File: src/rtl/dmem_arbiter.sv
// Round-robin arbiter that shares one single-port data RAM between the CPU MEM
// stage and the audio DMA streamer, using a fixed-latency access sequence.
module dmem_arbiter #(
  parameter int AW  = 32,
  parameter int DW  = 32,
  parameter int LAT = 2
) (
  input  logic          clk_i,
  input  logic          rst_ni,
  input  logic          cpu_req_i,
  input  logic          cpu_we_i,
  input  logic [AW-1:0] cpu_addr_i,
  input  logic [DW-1:0] cpu_wdata_i,
  output logic [DW-1:0] cpu_rdata_o,
  output logic          cpu_done_o,
  output logic          cpu_stall_o,
  input  logic          dma_req_i,
  input  logic          dma_we_i,
  input  logic [AW-1:0] dma_addr_i,
  input  logic [DW-1:0] dma_wdata_i,
  output logic [DW-1:0] dma_rdata_o,
  output logic          dma_ack_o,
  output logic          mem_en_o,
  output logic          mem_we_o,
  output logic [AW-1:0] mem_addr_o,
  output logic [DW-1:0] mem_wdata_o,
  input  logic [DW-1:0] mem_rdata_i
);

  typedef enum logic [1:0] {
    IDLE   = 2'd0,
    ACCESS = 2'd1,
    WAIT   = 2'd2,
    RESP   = 2'd3
  } state_e;

  localparam int            CW         = (LAT > 2) ? $clog2(LAT - 1) : 1;
  localparam logic [CW-1:0] WAIT_INIT  = CW'((LAT >= 2) ? (LAT - 2) : 0);
  localparam logic          SHORT_READ = (LAT == 1);

  // grant encoding: 0 = CPU, 1 = DMA
  state_e        state_q, state_d;
  logic          grant_q, grant_d;
  logic          last_q, last_d;
  logic          we_q, we_d;
  logic [AW-1:0] addr_q, addr_d;
  logic [DW-1:0] wdata_q, wdata_d;
  logic [CW-1:0] cnt_q, cnt_d;
  logic          en_q, cpu_done_q, dma_ack_q;
  logic [DW-1:0] cpu_rdata_q, dma_rdata_q;

  // Next-state logic: arbitration in IDLE, then a fixed access/wait/response walk.
  always_comb begin
    state_d = state_q;
    grant_d = grant_q;
    last_d  = last_q;
    we_d    = we_q;
    addr_d  = addr_q;
    wdata_d = wdata_q;
    cnt_d   = cnt_q;
    case (state_q)
      IDLE: begin
        if (cpu_req_i || dma_req_i) begin
          if (cpu_req_i && dma_req_i) begin
            grant_d = ~last_q;
          end else begin
            grant_d = dma_req_i;
          end
          last_d  = grant_d;
          we_d    = grant_d ? dma_we_i    : cpu_we_i;
          addr_d  = grant_d ? dma_addr_i  : cpu_addr_i;
          wdata_d = grant_d ? dma_wdata_i : cpu_wdata_i;
          state_d = ACCESS;
        end else begin
          state_d = IDLE;
        end
      end
      ACCESS: begin
        if (we_q || SHORT_READ) begin
          state_d = RESP;
        end else begin
          cnt_d   = WAIT_INIT;
          state_d = WAIT;
        end
      end
      WAIT: begin
        if (cnt_q == {CW{1'b0}}) begin
          state_d = RESP;
        end else begin
          cnt_d = cnt_q - CW'(1);
        end
      end
      RESP:    state_d = IDLE;
      default: state_d = IDLE;
    endcase
  end

  // Sequencer state and registered strobes, decoded from the next state.
  always_ff @(posedge clk_i or negedge rst_ni) begin
    if (!rst_ni) begin
      state_q    <= IDLE;
      grant_q    <= 1'b0;
      last_q     <= 1'b1;
      we_q       <= 1'b0;
      addr_q     <= {AW{1'b0}};
      wdata_q    <= {DW{1'b0}};
      cnt_q      <= {CW{1'b0}};
      en_q       <= 1'b0;
      cpu_done_q <= 1'b0;
      dma_ack_q  <= 1'b0;
    end else begin
      state_q    <= state_d;
      grant_q    <= grant_d;
      last_q     <= last_d;
      we_q       <= we_d;
      addr_q     <= addr_d;
      wdata_q    <= wdata_d;
      cnt_q      <= cnt_d;
      en_q       <= (state_d == ACCESS);
      cpu_done_q <= (state_d == RESP) && !grant_d;
      dma_ack_q  <= (state_d == RESP) && grant_d;
    end
  end

  // Read data captured at response so each requester keeps its last value.
  always_ff @(posedge clk_i or negedge rst_ni) begin
    if (!rst_ni) begin
      cpu_rdata_q <= {DW{1'b0}};
      dma_rdata_q <= {DW{1'b0}};
    end else if (state_q == RESP && !we_q) begin
      if (grant_q) begin
        dma_rdata_q <= mem_rdata_i;
      end else begin
        cpu_rdata_q <= mem_rdata_i;
      end
    end
  end

  assign mem_en_o    = en_q;
  assign mem_we_o    = we_q;
  assign mem_addr_o  = addr_q;
  assign mem_wdata_o = wdata_q;
  assign cpu_done_o  = cpu_done_q;
  assign dma_ack_o   = dma_ack_q;
  assign cpu_stall_o = cpu_req_i & ~cpu_done_q;
  // The RAM data is only valid during the response cycle, so bypass the holding register then.
  assign cpu_rdata_o = (cpu_done_q && !we_q) ? mem_rdata_i : cpu_rdata_q;
  assign dma_rdata_o = (dma_ack_q  && !we_q) ? mem_rdata_i : dma_rdata_q;

endmodule

File: config.mk
export PLATFORM = sky130hd
export DESIGN_NAME = dmem_arbiter
export DESIGN_NICKNAME = d
export VERILOG_FILES = /design/src/rtl/dmem_arbiter.sv
export SDC_FILE = /design/constraint.sdc
export NUM_CORES = 1
export LEC_CHECK = 0
export CAP_MARGIN = 20
export CORE_UTILIZATION = 42
export CTS_BUF_LIST = sky130_fd_sc_hd__clkbuf_16
export CTS_CLUSTER_DIAMETER = 40
export DETAILED_ROUTE_END_ITERATION = 10
export PLACE_DENSITY_LB_ADDON = 0.2
export SETUP_SLACK_MARGIN = 0.05
export SYNTH_ARGS = -nofsm -noshare
export SYNTH_HDL_FRONTEND = slang
export SYNTH_SLANG_ARGS = --single-unit
File: constraint.sdc
create_clock -name clk_i -period 1.7 [get_ports clk_i]
set_input_delay 0.17 -clock clk_i [delete_from_list [all_inputs] [get_ports clk_i]]
set_output_delay 0.17 -clock clk_i [all_outputs]
set_load 0.02 [all_outputs]
[After elaboration in Yosys (flattened, before gate mapping)]
Cells that the tools add are included.
W data, S select, Z words.
Word-level totals
  word-level logic and storage cells: 55
  output and inout bits: 133
  input port bits: 166
  register bits: 137
Cells by class
  equal/unequal tests: 6
  reduce and logical (&&, ||, !) cells: 15
  bitwise logic cells: 4
  mux-type cells: 17
  add/sub/neg operators: 1
Operator list (number)
  $mux W32: 4
  $mux W1: 10
  $pmux W2 S4: 1
  $reduce_and A2 Y1: 4
  $eq A2 B2 Y1 const B: 3
  $logic_and A1 B1 Y1: 6
  $eq A2 B1 Y1 const B: 2
  $not A1 Y1: 3
  $logic_not A1 Y1: 2
  $logic_not A2 Y1: 1
  $mux W2: 1
  $ne A2 B2 Y1 const B: 1
  $pmux W1 S2: 1
  $reduce_bool A2 Y1: 1
  $and A1 B1 Y1: 1
  $logic_or A1 B1 Y1: 1
  $sub A1 B1 Y1 const B: 1

[Logic depth before layout (Yosys ltp)]
  depth in word-level cells: 8
  depth in mapped cells: 7
  depth with buffers taken out: 5

[Least setup slack after synthesis]
No wires, ideal clock.
  path kind: register to output
  start: register we_q (netlist: mem_we_o)
  end: output port cpu_rdata_o[10]
  buffers on the path: 2
  cell stages (with the launch flop): 5
  required time: 1.530 ns
  arrival: 1.399 ns
  slack: 0.131 ns
  cell sequence: dfrtp_1 nand2b_1 buf_2 buf_6 mux2_1
Between the ends
  word-level cells in the longest chain between the ends: 3
RTL lines
  start: declaration: line 45  | logic we_q, we_d;
  start signal: assignment: line 115  | we_q <= we_d;
  $logic_not A1 Y1: line 147  | assign cpu_rdata_o = (cpu_done_q && !we_q) ? mem_rdata_i : cpu_rdata_q;
  $logic_and A1 B1 Y1: line 147
  $mux W32: line 147
  end: declaration: line 14  | output logic [DW-1:0] cpu_rdata_o,
No other way between the ends.

[Worst setup path after layout]
  start: register we_q (netlist: mem_we_o)
  end: output port cpu_rdata_o[18]
Same word-level chain as after synthesis.

==> metrics.txt <==
routed wirelength normalized by instance count=18.8 um; H-tree levels=4; Post-Synthesis Net Count=762; iteration-0 DRC count of the detailed router=~250; routability congestion estimate=0.840; minimum clock period after layout=between 1.5 and 2 ns; global-route wire length before repair=31.6 mm; sort of element at the end of the critical path=output port; clock tree from TritonCTS=built; Tightest Pin Transition=0.318 ns; register clock-pin slew on the reported worst setup and hold paths=roughly 0.060 ns; buffer levels on the longest clock path=2; number of global-route vias before repair=5927; clock tree skew after final layout=roughly 0.0038 ns; Tcrit/Tclk final=1.13; clock insertion delay at the later pin of the skew report=0.41 ns; EDFF count, synth=0; Area contributors post-synth=dfrtp_1 52%, mux2_2 15%, nand2_1 7.6%; IO Pins=299; antenna violations before repair=0; share of the yosys chip area belonging to registers=0.524; P_leak=0.00483 uW; FP Rows=45; placeable core area=between 15000 and 20000 um2; die outline area=16000 um2; max-cap violation count=0; via density per instance=5.18; x dimension of the die=126 um; Post-DP HPWL=13.5 mm; number of max-slew violations in the final report=0; worst rel slew slack=0.787; violated checks=negative setup slack; setup repair after global routing missed its margin=true; Layout area overhead=68.4%; Async SR Flop Fraction=1.00; Synth Area per Inst=11.0 um2; Warnings, synthesis=0; post-synth top area cell=dfrtp_1; achievable frequency=0.519 GHz; number of distinct library cell variants in the gate-level netlist after synthesis=26; CTS Buf Count=17; top cells by count, synth=135 x dfrtp_1, 132 x nand2_1, 85 x mux2_2; final setup violating endpoints=64; Clock Sink Count=~140; layout cell share with drive strength beyond 1=0.262; worst-path fanout max=6; die span in y=around 130 um; post-layout net count=1083; kind of path behind the tightest hold check=in2async; Yosys reg bits=136; Top FF cell, synth=dfrtp_1; fill cell instance count of the final layout=1071; post-route ant nets=0; Crit path required time=about 1.5 ns; power density over cell area=between 1500 and 2000 nW/um2; post-route worst hold slack=0.209 ns; fraction of synthesized cell area taken by the top area cell type=0.520; post-synthesis cell area=6500 um2; final hold vios=0; area occupied by multi-input gates=3080 um2; pin count of the biggest net entering global routing=57; cell at the root of the clock tree=clkbuf_16; run status=complete, but fails checks; library cell with the highest instance count after synthesis=dfrtp_1; type of origin of the critical path=register; area of all placed cells without fillers=10900 um2; final WL=20.9 mm; Remaining Overflow, GRT=0; worst voltage drop across the vdd grid=747 uV; footprint of the flip-flops and latches=3410 um2; Crit Path Category=reg2out; I/O Buffers=298; DR DRC count=0; cell count after synthesis=592; core utilization of the finished layout=0.722; effective utilization at floorplan=0.429; worst setup slack after placement=-0.207 ns; via total after detailed routing=between 5000 and 6000; smallest setup slack after layout=-0.228 ns; critical path data arrival time=1.76 ns; 1st-pass router iterations=4; n_diodes=0; Cell Area, Placed=9740 um2; global-route total usage across every layer=0.260
[power breakdown]
part | internal [uW] | total (uW) | leakage [uW] | switching, uW
Clock | 1780 | 3030 | 0.000253 | 1250
Combinational | 6340 | 11900 | 0.00303 | 5540
Sequential | 4920 | 5920 | 0.00155 | 996
Total | 13000 | 20800 | 0.00483 | 7790
[registers in the layout, summed over array words and instances, names as in the netlist]
signal and flops:
cpu_rdata_q 32, dma_rdata_q 32, mem_addr_o 32, mem_wdata_o 32, state_q 2, cpu_done_o 1
dma_ack_o 1, grant_q 1, last_q 1, mem_en_o 1, mem_we_o 1
[stage by stage]
step / total power, uW / setup TNS (ns) / cells
6_report: 20800 / -10.73 / 1111
5_1_grt: 21900 / -15.19 / 1111
4_1_cts: 20500 / -12.13 / 1103
3_5_place_dp: 16300 / -10.19 / 1058
3_3_place_gp: 16100 / -8.92 / 1058
2_1_floorplan: 11400 / 0 / 592
[final timing paths]
kind / cells past startpoint / slack, ns / to / startpoint
max in group asynchronous: 3 / 0.86 / last_q$_DFFE_PN1P_ / rst_ni
hold reg to reg: 1 / 0.49 / cpu_rdata_q[14]$_DFFE_PN0P_ / cpu_rdata_q[14]$_DFFE_PN0P_
setup / recovery: 5 / -0.23 / cpu_rdata_o[18] / mem_we_o$_DFFE_PN0P_
hold / removal: 2 / 0.21 / dma_rdata_q[4]$_DFFE_PN0P_ / rst_ni
setup reg to reg: 5 / 0.03 / cpu_rdata_q[3]$_DFFE_PN0P_ / mem_we_o$_DFFE_PN0P_
min in group clk_i: 3 / 0.32 / mem_addr_o[27]$_DFFE_PN0P_ / cpu_addr_i[27]
[critical path, stage by stage (launching register included)]
cell and delay, ns:
dfrtp_1 0.41, nand2b_4 0.20, buf_12 0.15, buf_16 0.14, mux2_4 0.30, buf_6 0.13
[metal layers]
layer	GRT usage	vias to the layer above	part of all wire
met5	0	-	0
li1	-	2686	-
met4	0.121	0	0.034
met2	0.478	243	0.53
met1	0.278	2784	0.38
met3	0.0692	43	0.063
[kinds of logic (layout without fill, tap and decap cells)]
group | count (synthesis) | after routing | synth area share
flops | 136 | 136 | 0.524
mux | 128 | 128 | 0.222
buf+inv | 44 | 374 | 0.0466
fa+ha+maj | 4 | 4 | 0.00770
compound gates | 73 | 74 | 0.0722
simple gates | 207 | 207 | 0.128
[what timing repair did]
action / 4_1_cts / 5_1_grt
buffers inserted: 8 / 5
pin swaps: 1 / 2
endpoints found under the hold margin: 95 / 0
endpoints found under the setup margin: 78 / 120
gates cloned: 8 / 4
resized for setup: 446 / 13
hold buffers: 1 / 0
[final cells by class]
class,count,share of cell area
timing repair buffer,343,0.341
sequential,136,0.311
multi-input combinational,413,0.282
clock buffer,17,0.0389
tap,188,0.0215
clock inverter,12,0.00458
inverter,2,0.000686
[cells in the final DEF (no fill, tap or decap), drive strengths merged, types with 4 or more instances in the layout]
cell type,n
clkdlybuf4s50,229
dfrtp,135
nand2,132
mux2,128
buf,106
a31oi,67
nor2,65
clkbuf,20
clkinv,8
inv,6
dlygate4sd2,4
ha,4
No activity file was read; power rests on OpenSTA's default activity.
==> variant (config.mk and constraints unchanged) <==
Make the reset (`rst_ni`) synchronous in 2 clocked blocks.
--- a/src/rtl/dmem_arbiter.sv
+++ b/src/rtl/dmem_arbiter.sv
@@ -96,7 +96,7 @@
   end
 
   // Sequencer state and registered strobes, decoded from the next state.
-  always_ff @(posedge clk_i or negedge rst_ni) begin
+  always_ff @(posedge clk_i) begin
     if (!rst_ni) begin
       state_q    <= IDLE;
       grant_q    <= 1'b0;
@@ -123,7 +123,7 @@
   end
 
   // Read data captured at response so each requester keeps its last value.
-  always_ff @(posedge clk_i or negedge rst_ni) begin
+  always_ff @(posedge clk_i) begin
     if (!rst_ni) begin
       cpu_rdata_q <= {DW{1'b0}};
       dma_rdata_q <= {DW{1'b0}};
Function: differs if rst_ni is asserted again (counterexample within 4 cycles, from zero or initial values and one cycle with rst_ni low); with rst_ni held inactive, the same outputs for 4 cycles.
==> variant against the original RTL <==
  * The flow still finishes with violations (setup timing)
  * Critical path depth grew 1
  * Register-to-register slack better by 0.13 ns
  * Fmax rose by 2.6%
  * Routed wire length is 2.6% lower
  * Synthesized area is 7.0% lower
  * Worst setup slack gained 0.049 ns
  * Cell area shrank 6.4%
  * Count of clock-buffer cells in the layout is the same
  * Final cell count rose by 13%
  * Sequential cell count unchanged
  * Die area fell by 6.9%
Power is not compared: it rests on default switching activity, and its combinational part moved more than twofold at a synthesized area within 25%.
==> variant: results (changes against the original RTL) <==
[run_status]
status=complete, but fails checks
violations=setup timing

[yosys]
synthMuxAreaShare_pct=11.93  ; -10 points
ys_types=29  ; +12%
synth-adder-area-share_pct=0.8283  ; +0.058 points
synth_ff_type=dfxtp_1
synth-async-reset-ratio_pct=0  ; -100 points
yosysWarnings=0  ; unchanged
syn_nets=918  ; +20%
yosysSeqAreaShare_pct=45.06  ; -7.3 points
synth.cells.most_frequent=262 x nand2_1, 136 x dfxtp_1, 66 x a31oi_1, 64 x a21oi_1, 63 x o21ai_0
post-synth-top-count-cell=nand2_1
synth_xor_xnor_area_share_pct=0  ; unchanged
synth_area_leaders=dfxtp_1 45%, nand2_1 16%, mux2_2 9.5%
synth-compound-area-share_pct=18.39  ; +11 points

[final_layout]
finalNetCount=1229  ; +13%
diodes=0  ; unchanged
drive_gt1_share_pct=20.80  ; -5.4 points

[placed_design]
dpl_cell_area_sq_um=9369  ; -3.8%
port_buffers=298  ; unchanged
gp_congestion=0.8595  ; +2.4%
dp_hpwl_mm=13.44  ; -0.56%

[critical_path]
reg2reg_to=mem_wdata_o[13]
critPathMaxFanout=8  ; +2
r2r_cells=6  ; +1
cp_slowest_cell=dfxtp_2
cp.arrival_ns=1.71  ; -0.05 ns
cp_top_family=buffers and inverters
max_stage_delay_ns=0.32  ; -0.09 ns
reg2reg_setup_slack_ns=0.16  ; +0.13 ns
r2r_start=state_q[0]

[power_and_ir_drop]
vdd_ir_drop_max_uv=851.2
power_leakage_nw=4.198

[timing]
finalHoldViolCount=0  ; unchanged
timing.slew.headroom_pct=76.65  ; -2.1 points
tns_ns=-9.014  ; +1.719 ns
clock_skew_ns=0.007176  ; +0.003361 ns
worst_slack_ns=-0.1791  ; +0.04895 ns
setup_viol=64  ; unchanged

[detailed_routing]
vias_per_cell=5.137  ; -0.84%
dr.pass1.iters=6  ; +2
drtIter0Drc=427  ; +71%
antenna_left=0  ; unchanged
avgRoutedWirePerCell_um=16.27  ; -14%

[clock_network]
clockBufferDepth=2  ; unchanged
cts_root_buf=clkbuf_16

[global_route]
grt_use_met3_pct=8.801  ; +1.9 points
use_met1_pct=30.70  ; +2.9 points
grt_pass1_wl_mm=31.86  ; +0.74%
grt_max_degree=65  ; +14%
grtUsageMet2_pct=49.93  ; +2.1 points
grt_pass1_vias=6331  ; +6.8%
grtUsageTotal_pct=28.00  ; +2.0 points

[min_path]
hold_end=last_q
min_from=rst_ni
holdCritPathClass=in -> reg

-- variant: layout make-up --
type | count | area [sq um]
clock inverters | 15 | 185.2
inverters | 3 | 11.26
flip-flops and latches | 136 | 2725
fillers | 1079 | 3694
clock buffers | 17 | 425.4
repair buffers | 356 | 3551
multi-input cells | 545 | 3118
well taps | 180 | 225.2
-- variant: layer usage --
metal  part of all wire [%]  vias up
li1                       -     3171
met1                     38     2940
met2                     51      277
met3                    8.1       44
met4                    2.5        0
met5                      0        -
-- variant: worst max path at each step --
stage                          from               to  slack [ns]
final                     dma_ack_o  dma_rdata_o[21]       -0.18
after global routing       mem_we_o  cpu_rdata_o[31]       -0.22
after CTS                  mem_we_o  cpu_rdata_o[20]       -0.18
after detailed placement   mem_we_o  cpu_rdata_o[20]       -0.15
after global placement     mem_we_o  cpu_rdata_o[19]       -0.11
after floorplan            mem_we_o  cpu_rdata_o[24]        0.15
-- variant: kinds of logic after synthesis --
group / after synthesis
adder cells (fa/ha/maj): 4
multiplexers: 64
buffers and inverters: 67
flip-flops: 136
AO/OA/AOI/OAI: 201
AND/OR/NAND/NOR: 276
-- variant: repair_timing --
action                     4_1_cts  5_1_grt
gates resized for setup        357       11
cloned                           5        0
setup endpoints to repair       67       75
buffers inserted                 7        2
-- variant: worst register-to-register path, cell delays in order, from the launching register on --
cell     delay, ns
dfxtp_1       0.39
inv_1         0.08
ha_1          0.26
o21a_4        0.19
buf_12        0.19
o21ai_0       0.24
a31oi_1       0.07
-- variant: stage by stage --
| stage | worst slack, ns | total power [W] | hold slack, ns | instances | utilization [%] |
|---|---|---|---|---|---|
| 2_1_floorplan | 0.1539 | 0.005823 | 0.3060 | 748 | - |
| 5_1_grt | -0.2179 | 0.01217 | 0.1793 | 1252 | 73.49 |
| 3_3_place_gp | -0.1134 | 0.007659 | 0.4382 | 1206 | 67.24 |
| 3_5_place_dp | -0.1452 | 0.007686 | 0.4431 | 1206 | 67.24 |
| 4_1_cts | -0.1775 | 0.01166 | 0.1286 | 1250 | 73.18 |
| 6_report | -0.1791 | 0.01164 | 0.1366 | 1252 | 73.49 |
-- variant: power by group through the flow --
stage                     clock [W]  combinational (W)  sequential [W]
after floorplan                   0            0.00143         0.00439
after global placement            0            0.00373         0.00393
after detailed placement          0            0.00375         0.00394
after CTS                   0.00385            0.00392         0.00389
after global routing        0.00400            0.00423         0.00394
final                       0.00381            0.00395         0.00389
